==> config.mk <==
export PLATFORM = sky130hd
export DESIGN_NAME = serial_mag_compare_ctrl
export DESIGN_NICKNAME = d
export VERILOG_FILES = /design/src/rtl/serial_cmp_pkg.sv /design/src/rtl/cmp_bit_slice.sv /design/src/rtl/serial_mag_compare_ctrl.sv
export SDC_FILE = /design/constraint.sdc
export NUM_CORES = 1
export LEC_CHECK = 0
export CORE_UTILIZATION = 51
export DETAILED_ROUTE_END_ITERATION = 12
export PLACE_DENSITY = 0.78
export SETUP_SLACK_MARGIN = 0.02
export SLEW_MARGIN = 20
export SYNTH_ARGS = -nofsm -noshare
export SYNTH_HDL_FRONTEND = slang
export SYNTH_HIERARCHICAL = 1
export SYNTH_SLANG_ARGS = --single-unit
==> constraint.sdc <==
create_clock -name clk -period 1.5 [get_ports clk]
set_input_delay 0.3 -clock clk [delete_from_list [all_inputs] [get_ports clk]]
set_output_delay 0.3 -clock clk [all_outputs]
set_load 0.02 [all_outputs]
==> src/rtl/serial_cmp_pkg.sv <==
// Shared types and constants for the bit-serial magnitude comparator.
package serial_cmp_pkg;

  typedef enum logic [1:0] {
    IDLE = 2'd0,
    RUN  = 2'd1,
    DONE = 2'd2
  } state_e;

  localparam int CMP_WIDTH_DEFAULT = 8;

  // A one-bit operand still needs a one-bit counter.
  function automatic int cnt_width(input int w);
    return (w <= 1) ? 1 : $clog2(w);
  endfunction

endpackage

==> src/rtl/cmp_bit_slice.sv <==
// Single-bit unsigned comparator slice, shared across all bit positions.
module cmp_bit_slice (
  input  logic x,
  input  logic y,
  output logic gt,
  output logic eq,
  output logic lt
);

  assign gt = x & ~y;
  assign eq = ~(x ^ y);
  assign lt = ~x & y;

endmodule

==> src/rtl/serial_mag_compare_ctrl.sv <==
// Bit-serial MSB-first magnitude comparator controller built on one shared slice.
// Optional macro SERIAL_CMP_EARLY_EXIT_EN finishes at the first differing bit.
module serial_mag_compare_ctrl
  import serial_cmp_pkg::*;
#(
  parameter int WIDTH = CMP_WIDTH_DEFAULT
) (
  input  logic             clk,
  input  logic             rst,
  input  logic             start,
  input  logic [WIDTH-1:0] a,
  input  logic [WIDTH-1:0] b,
  output logic             busy,
  output logic             done,
  output logic             g,
  output logic             e,
  output logic             s
);

  localparam int CNT_W = cnt_width(WIDTH);
  localparam logic [CNT_W-1:0] CNT_LAST = CNT_W'(WIDTH - 1);

  state_e             state_q;
  logic [WIDTH-1:0]   a_sh_q, b_sh_q;
  logic [CNT_W-1:0]   cnt_q;
  logic               dec_q, pg_q, ps_q;
  logic               busy_q, done_q, g_q, e_q, s_q;

  logic sl_gt, sl_eq, sl_lt;
  logic dec_d, pg_d, ps_d, last_d;

  cmp_bit_slice u_slice (
    .x  (a_sh_q[WIDTH-1]),
    .y  (b_sh_q[WIDTH-1]),
    .gt (sl_gt),
    .eq (sl_eq),
    .lt (sl_lt)
  );

  // Only the first deciding bit is captured; later bits cannot change the order.
  always_comb begin
    dec_d = dec_q;
    pg_d  = pg_q;
    ps_d  = ps_q;
    if (!dec_q && !sl_eq) begin
      dec_d = 1'b1;
      pg_d  = sl_gt;
      ps_d  = sl_lt;
    end
`ifdef SERIAL_CMP_EARLY_EXIT_EN
    last_d = (cnt_q == '0) || (!dec_q && !sl_eq);
`else
    last_d = (cnt_q == '0);
`endif
  end

  always_ff @(posedge clk) begin
    if (rst) begin
      state_q <= IDLE;
      a_sh_q  <= '0;
      b_sh_q  <= '0;
      cnt_q   <= '0;
      dec_q   <= 1'b0;
      pg_q    <= 1'b0;
      ps_q    <= 1'b0;
      busy_q  <= 1'b0;
      done_q  <= 1'b0;
      g_q     <= 1'b0;
      e_q     <= 1'b0;
      s_q     <= 1'b0;
    end else begin
      case (state_q)
        IDLE: begin
          done_q <= 1'b0;
          if (start) begin
            a_sh_q  <= a;
            b_sh_q  <= b;
            cnt_q   <= CNT_LAST;
            dec_q   <= 1'b0;
            pg_q    <= 1'b0;
            ps_q    <= 1'b0;
            g_q     <= 1'b0;
            e_q     <= 1'b0;
            s_q     <= 1'b0;
            busy_q  <= 1'b1;
            state_q <= RUN;
          end
        end
        RUN: begin
          a_sh_q <= a_sh_q << 1;
          b_sh_q <= b_sh_q << 1;
          dec_q  <= dec_d;
          pg_q   <= pg_d;
          ps_q   <= ps_d;
          if (last_d) begin
            busy_q  <= 1'b0;
            done_q  <= 1'b1;
            g_q     <= pg_d;
            s_q     <= ps_d;
            e_q     <= ~dec_d;
            state_q <= DONE;
          end else begin
            cnt_q <= cnt_q - CNT_W'(1);
          end
        end
        DONE: begin
          done_q  <= 1'b0;
          state_q <= IDLE;
        end
        default: begin
          busy_q  <= 1'b0;
          done_q  <= 1'b0;
          state_q <= IDLE;
        end
      endcase
    end
  end

  assign busy = busy_q;
  assign done = done_q;
  assign g    = g_q;
  assign e    = e_q;
  assign s    = s_q;

endmodule

==> run summary <==
CELLS AND AREA
----------------------------------------------------------------------------------------------------
Proportion of layout cells with a drive suffix above 1 ................................        18.7%
Utilization after layout ..............................................................        70.5%
Number of antenna cells inserted ......................................................            0
Layout Nets ...........................................................................          210
Fill cell count .......................................................................          211
Synthesis-to-layout area growth .......................................................        28.7%

TIMING
----------------------------------------------------------------------------------------------------
Fmax ..................................................................................    0.705 GHz
Final setup TNS .......................................................................         0 ns
Largest clock skew in the final design ................................................   0.00611 ns
Final Hold Fails ......................................................................            0
Max Slew Vio Count ....................................................................            0
Final cycle utilization of the critical path ..........................................        94.6%
Setup ws final ........................................................................    0.0811 ns
Setup repair after global routing missed its margin ...................................         true
Total of endpoints with negative setup slack in the final report ......................            0
Post-route minimum period .............................................................      1.42 ns
Max-slew headroom .....................................................................        78.0%
Slew @ Worst Pin ......................................................................     0.329 ns

MIN PATH
----------------------------------------------------------------------------------------------------
Worst hold path depth .................................................................            2
Startpoint of the tightest hold check path ............................................    b_sh_q[3]
Worst-case hold path end point ........................................................    b_sh_q[4]
Type of the worst min-delay path ...................................................... register to register

PWR
----------------------------------------------------------------------------------------------------
Pwr Total .............................................................................      1.90 mW
Sw frac ...............................................................................        30.4%
Leakage power .........................................................................     0.740 nW
Combinational group share of total power ..............................................        27.4%
Sequential group share of total power .................................................        46.9%
Power per standard cell area .......................................................... 1080 nW/um^2
Clock share of power ..................................................................        25.7%
NetSw .................................................................................     0.577 mW
VDD IR-drop max .......................................................................     0.931 mV
Cell-internal power ...................................................................      1.32 mW

CLOCK NETWORK
----------------------------------------------------------------------------------------------------
Postcts setup bufs ....................................................................            0
Clock-pin slew reported for the worst setup and hold paths after clock tree synthesis .      0.09 ns
Number of buffers added by the clock tree synthesis step ..............................            5
CTS Root Cell .........................................................................     clkbuf_4
Worst-Skew Late Latency ...............................................................      0.33 ns
Clk buf depth .........................................................................            2
CTS HTree Levels ......................................................................            2
CTS tree ..............................................................................          yes
TritonCTS sink count ..................................................................           29
Hold buffer count at cts ..............................................................            0

DETAILED ROUTING
----------------------------------------------------------------------------------------------------
Detail Route met2 WL ..................................................................      1420 um
Average wire per cell in the routed design ............................................      13.5 um
Total vias in the final route .........................................................         1212
DR WL met3 ............................................................................       173 um
Number of iterations in the first detailed-routing pass ...............................            4
ANT nets after route ..................................................................            0
# DRC .................................................................................            0
Number of DRC markers in iteration 0 ..................................................           24
Total wire length after detailed routing ..............................................      2940 um
Wire length on met1 ...................................................................      1290 um
Routed via count divided by cell count ................................................         5.59
Uppermost signal routing layer after detailed routing .................................         met4

GLOBAL ROUTE
----------------------------------------------------------------------------------------------------
Global route overflow .................................................................            0
Initial antenna violation count .......................................................            0
Maximum number of pins on one net before global-route repair ..........................           17
Total global routing track utilization ................................................        24.5%
Vias in the first global route ........................................................         1092
First-pass GRT wire length ............................................................      4860 um

DIE
----------------------------------------------------------------------------------------------------
Die Y .................................................................................      53.8 um
Die outline area ......................................................................    2890 um^2
DIE WIDTH .............................................................................      53.8 um
Starting utilization of the core area .................................................        54.8%
Core Rows .............................................................................           18
Ports .................................................................................           24
Core box area .........................................................................    2500 um^2

YOSYS
----------------------------------------------------------------------------------------------------
Share of flip-flops with an asynchronous set or reset .................................           0%
Count of flip-flops with a built-in enable after synthesis ............................            0
Cell count after synthesis ............................................................          154
Per-instance average area after synthesis .............................................    8.89 um^2
Synthesis warning total ...............................................................            6
Synthesized cell area .................................................................    1370 um^2
Main synth FF type ....................................................................      dfxtp_1
Sequential fraction of the synthesis area .............................................        42.4%
Synthesized flop and latch total ......................................................           29
Mapped Nets ...........................................................................          177
Number of library cell types mapped by synthesis ......................................           33

CRITICAL PATH
----------------------------------------------------------------------------------------------------
Count of buffer and inverter cells on the critical path ...............................            2
Worst Setup Start Kind ................................................................     register
Cell family with the largest share of critical-path delay ............................. compound AO/OA/AOI/OAI gates
Cell count of the worst reg-to-reg path ...............................................            6
CP max stage delay ....................................................................      0.34 ns
Worst path slowest cell ...............................................................      dfxtp_2
Req. time, crit path ..................................................................      1.75 ns
Largest fanout on the critical path ...................................................            6
Worst endpoint data arrival time ......................................................      1.67 ns
Worst-path cell chain ................................................................. inv_1 > ha_2 > nor2b_1 > buf_4 > a21o_1 > o32ai_2
Crit. End Element .....................................................................     register
Endpoint of the worst register-to-register path .......................................            e
WS Path Type .......................................................................... register to register
FF-to-FF Start ........................................................................     cnt_q[0]
Reg-to-reg slack, setup ...............................................................      0.08 ns

JOB
----------------------------------------------------------------------------------------------------
Max capacitance violation total .......................................................            0

PLACE
----------------------------------------------------------------------------------------------------
Number of input and output port buffers inserted ......................................           23
Weighted congestion reported at the end of routability-driven placement ...............        0.751
Dpl hpwl ..............................................................................      2100 um
Worst setup timing slack at the placement stage .......................................   -0.0919 ns

OUTCOME
----------------------------------------------------------------------------------------------------
Outcome ............................................................................... finished, final reports clean

## stage by stage
step / hold WS [ns] / instance area [um^2] / std cells
floorplan: 0.420 / 1370 / 154
global placement: 0.459 / 1690 / 210
detailed placement: 0.471 / 1690 / 210
CTS: 0.485 / 1740 / 217
global route: 0.495 / 1760 / 217
finish: 0.483 / 1760 / 217
## state kept, by name, summed over array words and instances (netlist names)
| signal | count |
|---|---|
| e | 1 |
| done | 1 |
| ps_q | 1 |
| g | 1 |
| state_q | 2 |
| s | 1 |
| dec_q | 1 |
| busy | 1 |
| cnt_q | 3 |
| b_sh_q | 8 |
| pg_q | 1 |
| a_sh_q | 8 |
## kinds of logic after synthesis
kind of cell / synth area share, %
adder cells (fa/ha/maj): 3.66
flip-flops: 42.4
AND/OR/NAND/NOR: 14.2
AO/OA/AOI/OAI: 28.4
multiplexers: 2.19
buffers and inverters: 9.14
## worst register-to-register path, stage by stage (launching register included)
cell and delay, ns:
dfxtp_2 0.34, inv_1 0.08, ha_2 0.21, nor2b_1 0.13, buf_4 0.15, a21o_1 0.23, o32ai_2 0.21
## area by class of cell
type,instances,area (um^2),share of cell area [%]
Inverter,11,41.3,2.34
Clock buffer,7,55.1,3.12
Tap cell,30,37.5,2.13
Multi-Input combinational cell,104,686,38.9
Timing Repair Buffer,36,359,20.4
Sequential cell,29,583,33.1
## cells in the final DEF, fill, tap and decap left out, types with 6 or more instances in the layout
| cell type | instances |
|---|---|
| buf_4 | 10 |
| a21oi_1 | 20 |
| dfxtp_1 | 27 |
| nor2_1 | 15 |
| inv_1 | 10 |
| a211oi_1 | 6 |
| clkdlybuf4s50_1 | 18 |
| nand2_1 | 19 |
| o21ai_1 | 6 |
## cell usage after synthesis (all sizes together), types with 4 or more instances
cell | count | area (um^2)
ha | 4 | 50.1
dfxtp | 29 | 581
inv | 11 | 41.3
buf | 8 | 76.3
o21ai | 9 | 45.0
nand2 | 19 | 71.3
a21oi | 20 | 100
nor2 | 16 | 60.1
a211oi | 8 | 70.1
o32ai | 5 | 66.3
## metal layers
metal / vias up / global-route usage (%)
li1: 601 / -
met4: 0 / 12.7
met3: 6 / 9.60
met2: 36 / 37.4
met5: - / 0
met1: 569 / 29.4
## how the worst max path moves through the flow
| stage | endpoint | slack (ns) | cells after the start | start |
|---|---|---|---|---|
| final | e | 0.08 | 6 | cnt_q[0] |
| after global routing | ps_q | 0.0009 | 5 | b_sh_q[7] |
| after CTS | e | 0.03 | 6 | cnt_q[0] |
| after detailed placement | a_sh_q[4] | -0.09 | 6 | start |
| after global placement | s | -0.02 | 4 | start |
| after floorplan | pg_q | 0.16 | 5 | b_sh_q[7] |
## what timing repair did
action / in CTS / in global routing
pin swaps: 0 / 0
gates resized for setup: 5 / 8
endpoints found under the setup margin: 5 / 7
gates cloned: 0 / 0
## power by group through the flow
stage	logic, mW	registers (mW)	clock network (mW)
global route	0.576	0.900	0.539
global placement	0.480	0.900	0
CTS	0.500	0.886	0.503
detailed placement	0.502	0.903	0
finish	0.519	0.889	0.487
floorplan	0.327	0.903	0
No activity file was read; power rests on OpenSTA's default activity.
